$ cat src/rtl/mode_switch_sequencer_pkg.sv
// Shared definitions for the video mode-change sequencer: mode codes, the
// fallback mode used out of reset, sequencer state encodings and a helper
// that sizes the shared cycle timer.
package mode_switch_sequencer_pkg;

    // Video mode codes carried on config_data / active_mode
    localparam logic [7:0] MODE_VGA   = 8'h00;
    localparam logic [7:0] MODE_480p  = 8'h01;
    localparam logic [7:0] MODE_720p  = 8'h02;
    localparam logic [7:0] MODE_1080p = 8'h03;

    // Mode committed out of reset, before any selection has been made
    localparam logic [7:0] DEFAULT_FB_MODE = MODE_VGA;

    // Saturation limit of the lock-timeout retry counter
    localparam logic [3:0] RETRY_MAX = 4'd15;

    typedef enum logic [2:0] {
        MSEQ_RUN       = 3'd0,
        MSEQ_SETTLE    = 3'd1,
        MSEQ_BLANK     = 3'd2,
        MSEQ_PLL_RST   = 3'd3,
        MSEQ_WAIT_LOCK = 3'd4
    } mseq_state_t;

    // Timer holds N-1 for the longest interval, so clog2 of that interval
    // is enough; never narrower than one bit.
    function automatic int unsigned timer_width(input int unsigned max_cycles);
        int unsigned w;
        w = int'($clog2(max_cycles));
        return (w < 1) ? 1 : w;
    endfunction

    function automatic int unsigned max2(input int unsigned a, input int unsigned b);
        return (a > b) ? a : b;
    endfunction

endpackage

$ cat src/rtl/mode_switch_sequencer_cycle_timer.sv
// cycle_timer: loadable down-counter shared by all timed sequencer states.
// Loading N-1 on state entry makes expired assert in the N-th cycle.
module cycle_timer
    import mode_switch_sequencer_pkg::*;
#(
    parameter int unsigned     WIDTH       = 8,
    parameter logic [WIDTH-1:0] RESET_VALUE = '0
) (
    input  logic             clock,
    input  logic             reset,
    input  logic             load,
    input  logic [WIDTH-1:0] load_value,
    output logic [WIDTH-1:0] value,
    output logic             expired
);

    logic [WIDTH-1:0] r_value;

    // Count down to zero and hold there until the next load
    always_ff @(posedge clock or posedge reset) begin
        if (reset) begin
            r_value <= RESET_VALUE;
        end else if (load) begin
            r_value <= load_value;
        end else if (r_value != '0) begin
            r_value <= r_value - 1'b1;
        end
    end

    assign value   = r_value;
    assign expired = (r_value == '0);

endmodule

$ cat src/rtl/mode_switch_sequencer.sv
// mode_switch_sequencer: qualifies a newly selected video mode, blanks video,
// pulses the pixel PLL reset, waits for lock, then commits the mode and
// re-enables video.
// Optional feature: define MODE_SEQ_LOCK_TIMEOUT_EN to retry the PLL reset
// when lock is not reached within LOCK_TIMEOUT cycles (retry_count then
// counts timeouts, saturating at 15; otherwise it is tied to 0).
module mode_switch_sequencer
    import mode_switch_sequencer_pkg::*;
#(
    parameter int unsigned SETTLE_CYCLES  = 1024,
    parameter int unsigned BLANK_CYCLES   = 256,
    parameter int unsigned PLL_RST_CYCLES = 64,
    parameter int unsigned LOCK_TIMEOUT   = 65536
) (
    input  logic       clock,
    input  logic       reset,
    input  logic [7:0] config_data,
    input  logic       config_changed,
    input  logic       pll_locked,
    output logic [7:0] active_mode,
    output logic       pll_reset,
    output logic       video_enable,
    output logic       mode_busy,
    output logic       reconfig_strobe,
    output logic [3:0] retry_count
);

    localparam int unsigned MAX_CYCLES = max2(max2(SETTLE_CYCLES, BLANK_CYCLES),
                                              max2(PLL_RST_CYCLES, LOCK_TIMEOUT));
    localparam int unsigned TW = timer_width(MAX_CYCLES);

    localparam logic [TW-1:0] SETTLE_LOAD  = TW'(SETTLE_CYCLES - 1);
    localparam logic [TW-1:0] BLANK_LOAD   = TW'(BLANK_CYCLES - 1);
    localparam logic [TW-1:0] PLL_RST_LOAD = TW'(PLL_RST_CYCLES - 1);
`ifdef MODE_SEQ_LOCK_TIMEOUT_EN
    localparam logic [TW-1:0] LOCK_LOAD    = TW'(LOCK_TIMEOUT - 1);
`endif

    mseq_state_t r_state;
    logic [7:0]  r_active_mode;
    logic [7:0]  r_candidate;
    logic        r_pending;
    logic        r_pll_reset;
    logic        r_video_enable;
    logic        r_mode_busy;
    logic        r_reconfig_strobe;
    logic        r_lock_meta;
    logic        r_lock_sync;
`ifdef MODE_SEQ_LOCK_TIMEOUT_EN
    logic [3:0]  r_retry_count;
`endif

    logic          w_timer_load;
    logic [TW-1:0] w_timer_load_value;
    logic          w_timer_expired;
    // Remaining count is available for debug probing; sequencing uses expiry only
    logic [TW-1:0] w_unused_timer_value;

    cycle_timer #(
        .WIDTH       (TW),
        .RESET_VALUE (PLL_RST_LOAD)
    ) u_cycle_timer (
        .clock      (clock),
        .reset      (reset),
        .load       (w_timer_load),
        .load_value (w_timer_load_value),
        .value      (w_unused_timer_value),
        .expired    (w_timer_expired)
    );

    // Two-flop lock synchroniser; held clear while the PLL is in reset so a
    // stale lock from before the reset pulse cannot release WAIT_LOCK early.
    always_ff @(posedge clock or posedge reset) begin
        if (reset) begin
            r_lock_meta <= 1'b0;
            r_lock_sync <= 1'b0;
        end else if (r_pll_reset) begin
            r_lock_meta <= 1'b0;
            r_lock_sync <= 1'b0;
        end else begin
            r_lock_meta <= pll_locked;
            r_lock_sync <= r_lock_meta;
        end
    end

    // Reload the timer on every transition into a timed state (and on a
    // re-qualifying config_changed during SETTLE)
    always_comb begin
        w_timer_load       = 1'b0;
        w_timer_load_value = '0;
        case (r_state)
            MSEQ_RUN: begin
                if (r_pending || config_changed) begin
                    w_timer_load       = 1'b1;
                    w_timer_load_value = SETTLE_LOAD;
                end
            end
            MSEQ_SETTLE: begin
                if (config_changed) begin
                    w_timer_load       = 1'b1;
                    w_timer_load_value = SETTLE_LOAD;
                end else if (w_timer_expired && (r_candidate != r_active_mode)) begin
                    w_timer_load       = 1'b1;
                    w_timer_load_value = BLANK_LOAD;
                end
            end
            MSEQ_BLANK: begin
                if (w_timer_expired) begin
                    w_timer_load       = 1'b1;
                    w_timer_load_value = PLL_RST_LOAD;
                end
            end
            MSEQ_PLL_RST: begin
`ifdef MODE_SEQ_LOCK_TIMEOUT_EN
                if (w_timer_expired) begin
                    w_timer_load       = 1'b1;
                    w_timer_load_value = LOCK_LOAD;
                end
`endif
            end
            MSEQ_WAIT_LOCK: begin
`ifdef MODE_SEQ_LOCK_TIMEOUT_EN
                if (!r_lock_sync && w_timer_expired) begin
                    w_timer_load       = 1'b1;
                    w_timer_load_value = PLL_RST_LOAD;
                end
`endif
            end
            default: begin
                w_timer_load       = 1'b1;
                w_timer_load_value = PLL_RST_LOAD;
            end
        endcase
    end

    // Sequencer FSM with all outputs registered on the transitions
    always_ff @(posedge clock or posedge reset) begin
        if (reset) begin
            r_state           <= MSEQ_PLL_RST;
            r_active_mode     <= DEFAULT_FB_MODE;
            r_candidate       <= DEFAULT_FB_MODE;
            r_pending         <= 1'b0;
            r_pll_reset       <= 1'b1;
            r_video_enable    <= 1'b0;
            r_mode_busy       <= 1'b1;
            r_reconfig_strobe <= 1'b0;
`ifdef MODE_SEQ_LOCK_TIMEOUT_EN
            r_retry_count     <= 4'd0;
`endif
        end else begin
            r_reconfig_strobe <= 1'b0;
            case (r_state)
                MSEQ_RUN: begin
                    if (r_pending || config_changed) begin
                        if (config_changed) begin
                            r_candidate <= config_data;
                        end
                        r_pending   <= 1'b0;
                        r_mode_busy <= 1'b1;
                        r_state     <= MSEQ_SETTLE;
                    end
                end
                MSEQ_SETTLE: begin
                    if (config_changed) begin
                        r_candidate <= config_data;
                    end else if (w_timer_expired) begin
                        if (r_candidate == r_active_mode) begin
                            // Same mode re-selected: nothing to reconfigure
                            r_mode_busy <= 1'b0;
                            r_state     <= MSEQ_RUN;
                        end else begin
                            r_video_enable <= 1'b0;
                            r_state        <= MSEQ_BLANK;
                        end
                    end
                end
                MSEQ_BLANK: begin
                    if (config_changed) begin
                        r_candidate <= config_data;
                        r_pending   <= 1'b1;
                    end
                    if (w_timer_expired) begin
                        r_active_mode <= r_candidate;
                        r_pll_reset   <= 1'b1;
                        r_state       <= MSEQ_PLL_RST;
                    end
                end
                MSEQ_PLL_RST: begin
                    if (config_changed) begin
                        r_candidate <= config_data;
                        r_pending   <= 1'b1;
                    end
                    if (w_timer_expired) begin
                        r_pll_reset <= 1'b0;
                        r_state     <= MSEQ_WAIT_LOCK;
                    end
                end
                MSEQ_WAIT_LOCK: begin
                    if (config_changed) begin
                        r_candidate <= config_data;
                        r_pending   <= 1'b1;
                    end
                    if (r_lock_sync) begin
                        r_video_enable    <= 1'b1;
                        r_mode_busy       <= 1'b0;
                        r_reconfig_strobe <= 1'b1;
                        r_state           <= MSEQ_RUN;
`ifdef MODE_SEQ_LOCK_TIMEOUT_EN
                    end else if (w_timer_expired) begin
                        r_pll_reset <= 1'b1;
                        r_state     <= MSEQ_PLL_RST;
                        if (r_retry_count != RETRY_MAX) begin
                            r_retry_count <= r_retry_count + 4'd1;
                        end
`endif
                    end
                end
                default: begin
                    r_pll_reset    <= 1'b1;
                    r_video_enable <= 1'b0;
                    r_mode_busy    <= 1'b1;
                    r_state        <= MSEQ_PLL_RST;
                end
            endcase
        end
    end

    assign active_mode     = r_active_mode;
    assign pll_reset       = r_pll_reset;
    assign video_enable    = r_video_enable;
    assign mode_busy       = r_mode_busy;
    assign reconfig_strobe = r_reconfig_strobe;
`ifdef MODE_SEQ_LOCK_TIMEOUT_EN
    assign retry_count     = r_retry_count;
`else
    assign retry_count     = 4'd0;
`endif

endmodule

$ cat config.mk
export PLATFORM = sky130hd
export DESIGN_NAME = mode_switch_sequencer
export DESIGN_NICKNAME = d
export VERILOG_FILES = /design/src/rtl/mode_switch_sequencer_pkg.sv /design/src/rtl/mode_switch_sequencer_cycle_timer.sv /design/src/rtl/mode_switch_sequencer.sv
export SDC_FILE = /design/constraint.sdc
export NUM_CORES = 1
export LEC_CHECK = 0
export CAP_MARGIN = 5
export CORE_MARGIN = 1.5
export CORE_UTILIZATION = 50
export DETAILED_ROUTE_END_ITERATION = 10
export PLACE_DENSITY = 0.73
export SLEW_MARGIN = 20
export SYNTH_ARGS = -nofsm -noshare
export SYNTH_HDL_FRONTEND = slang
export SYNTH_HIERARCHICAL = 1
export SYNTH_SLANG_ARGS = --single-unit
$ cat constraint.sdc
create_clock -name clock -period 6.8 [get_ports clock]
set_input_delay 2.04 -clock clock [delete_from_list [all_inputs] [get_ports clock]]
set_output_delay 2.04 -clock clock [all_outputs]
set_load 0.01 [all_outputs]
==> results_dict.tcl <==
set metrics [dict create \
    critPathMaxStageDelay_ns 0.55 \
    fp-row-count 24 \
    viasPerCell 5.34 \
    max_cap_viol_count 0 \
    regArea_mm2 0.00106 \
    r2r-start "u_cycle_timer/value[0]" \
    clkPwrFrac 0.387 \
    first_pass_iters 4 \
    switching_share 0.213 \
    drt-met1-wl_mm 1.82 \
    dieArea_mm2 0.00497 \
    async_flop_share 1.00 \
    ant_nets 0 \
    critPathLaunchType "input pin" \
    rsz0062_at_grt "no" \
    synth.most_common_cell "dfrtp_1" \
    drc 0 \
    setup_viol 0 \
    synth_cell_types 53 \
    worstSetupPathType "in -> reg" \
    stdcell_area_mm2 0.00268 \
    cts_tree "done" \
    dp_hpwl_mm 2.79 \
    ctsHoldBuffers 0 \
    drive_gt1_frac 0.217 \
    required_ns 6.96 \
    antenna_found_initial 0 \
    final_hold_viol_count 0 \
    power_switching_mw 0.102 \
    syn_area_per_cell_um2 10.7 \
    yosysWarnings 6 \
    vias 1581 \
    multi_input_area_mm2 0.00117 \
    fmax_ghz 0.246 \
    ys_seq_area_frac 0.467 \
    start_util 0.520 \
    utilization 0.611 \
    cp_max_fo 29 \
    drtIter0Drc 81 \
    synth_top_area_cell "dfrtp_1" \
    crit_slowest_cell "o21ai_0" \
    routedWlPerCell_um 13.4 \
    finalWirelength_mm 3.96 \
    status "finished, final reports clean" \
    place_congestion 0.765 \
    finalCriticalPeriod_ns 4.06 \
    grtUsageTotal 0.175 \
    cts_num_sinks 42 \
    yosysTopAreaCellShare 0.351 \
    grt_pass1_wl_mm 6.82 \
    ir_drop_v 0.000130 \
    static-leakage-power_nw 1.10 \
    clock_latency_ns 0.29 \
    core_mm2 0.00438 \
    diodes 0 \
    min_from "r_lock_meta" \
    wl_met2_mm 1.95 \
    min_path_type "reg -> reg" \
    first_global_vias 1474 \
    finalCritPeriodShare 0.597 \
    worstMarginPinSlew_ns 0.909 \
    synthCells 213 \
    grt_start_max_net_pins 30 \
    skew_ns 0.00646 \
    cts_buffers 5 \
    overflow 0 \
    power.density_mw_per_mm2 178 \
    die_width_um 70.5 \
    synth_edf_count 0 \
    cts_resized 0 \
    slew_viol_final 0 \
    htreeDepth 2 \
    synth.area.top_cells "dfrtp_1 35%, dfstp_2 12%, mux2_2 7.9%" \
    dpl_cell_area_mm2 0.00257 \
    end_kind "register" \
    worstPathCellList "clkdlybuf4s50_1 > o21ai_0 > o21a_1 > a31oi_2 > buf_4 > nor3_2 > nor2_1" \
    io-pin-count 28 \
    finalSetupTns_ns 0 \
    clockBufferDepth 2 \
    combPwrFrac 0.060 \
    p_int_mw 0.376 \
    cts-root-buf "clkbuf_8" \
    wl_met3_um 147 \
    top_layer "met4" \
    path_clk_slew_ns 0.08 \
    worst-endpoint-arrival_ns 4.22 \
    fp.dieH_um 70.5 \
    seqPwrFrac 0.553 \
    io_buffer_count 23 \
    synthFlopType "dfrtp_1" \
    synth_seq_cells 42 \
    yosys-top-cells-count "32 x dfrtp_1, 25 x nand2_1, 19 x xnor2_1" \
    nFillCells 385 \
    synth_area_mm2 0.00228 \
    finalNetCount 256 \
    relSlewSlack 0.391 \
    crit_start "config_changed" \
    synthToLayoutAreaGrowth_pct 17.5 \
    cts_setup_buffers 0 \
]
-- flip-flops by register name (all words and copies together), names as in the netlist --
name / cells
r_state: 3
r_lock_sync: 1
r_candidate: 8
r_lock_meta: 1
u_cycle_timer/value: 16
pll_reset: 1
reconfig_strobe: 1
video_enable: 1
active_mode: 8
r_pending: 1
mode_busy: 1
-- power groups by stage --
stage | registers [mW] | clock network [mW] | logic [mW]
2_1_floorplan | 0.267 | 0 | 0.0211
3_3_place_gp | 0.268 | 0 | 0.0289
3_5_place_dp | 0.268 | 0 | 0.0292
4_1_cts | 0.264 | 0.190 | 0.0293
5_1_grt | 0.265 | 0.201 | 0.0322
6_report | 0.264 | 0.185 | 0.0287
-- cell type report --
cell class / count / area share
Tap cell: 52 / 0.0243
Sequential cell: 42 / 0.397
Clock buffer: 8 / 0.0411
Multi-Input combinational cell: 161 / 0.436
Inverter: 9 / 0.0126
Timing Repair Buffer: 24 / 0.0888
-- cell families (layout without fill, tap and decap cells) --
logic type                 count (synthesis)  count (layout)  share of synthesized area
buffers and inverters                     19              41                     0.0390
other                                      1              10                    0.00164
adders and majority gates                  1               1                    0.00549
DFF                                       42              42                      0.467
and+or+nand+nor                           68              68                      0.193
xor gates and xnor gates                  20              20                     0.0768
AOI/OAI and AO/OA                         42              42                      0.121
muxes                                     20              20                     0.0971
-- worst paths after layout --
kind,depth (start not counted),to,slack [ns]
worst max-delay path,7,u_cycle_timer/value[6],2.74
worst min-delay path,1,r_lock_sync,0.47
worst max register to register,12,u_cycle_timer/value[6],3.79
worst min register to register,1,r_lock_sync,0.47
max in group asynchronous,2,r_candidate[0],4.20
min in group asynchronous,2,u_cycle_timer/value[10],2.17
-- cell usage in the layout, fill, tap and decap left out, drive strengths merged, types with 2 or more instances in the layout --
master / Yosys / layout
nor3: 6 / 6
nand2: 26 / 26
mux2: 17 / 17
a21o: 2 / 2
o211ai: 2 / 2
nand3: 2 / 2
conb: 1 / 10
o31ai: 3 / 3
o22ai: 3 / 3
dfrtp: 32 / 32
nor3b: 5 / 5
a21oi: 12 / 12
o41ai: 2 / 2
nor2: 14 / 14
clkbuf: 4 / 8
inv: 9 / 8
a211oi: 2 / 2
xnor2: 19 / 19
nand4: 3 / 3
o21ai: 8 / 8
mux2i: 3 / 3
clkdlybuf4s50: 0 / 23
nand3b: 3 / 3
nor2b: 3 / 3
nand2b: 2 / 2
dfstp: 10 / 10
-- routing by layer --
layer	up-vias	GRT usage
met5	-	0
met4	0	0.0577
met3	4	0.0505
met2	26	0.282
met1	759	0.226
li1	792	-
-- worst max-delay path, delay by kind of cell --
family | cells | cell delay [ns]
compound gates | 3 | 0.82
simple gates | 2 | 0.60
buf+inv | 2 | 0.75
-- metrics by stage --
stage / hold slack [ns] / total power [mW] / setup WS (ns) / instances
floorplan: 0.438 / 0.288 / 3.25 / 222
global placement: 0.448 / 0.297 / 2.60 / 288
detailed placement: 0.453 / 0.298 / 2.47 / 288
CTS: 0.479 / 0.483 / 2.77 / 296
global route: 0.497 / 0.498 / 2.56 / 296
finish: 0.473 / 0.477 / 2.74 / 296
Power figures use the tool's default switching activity.
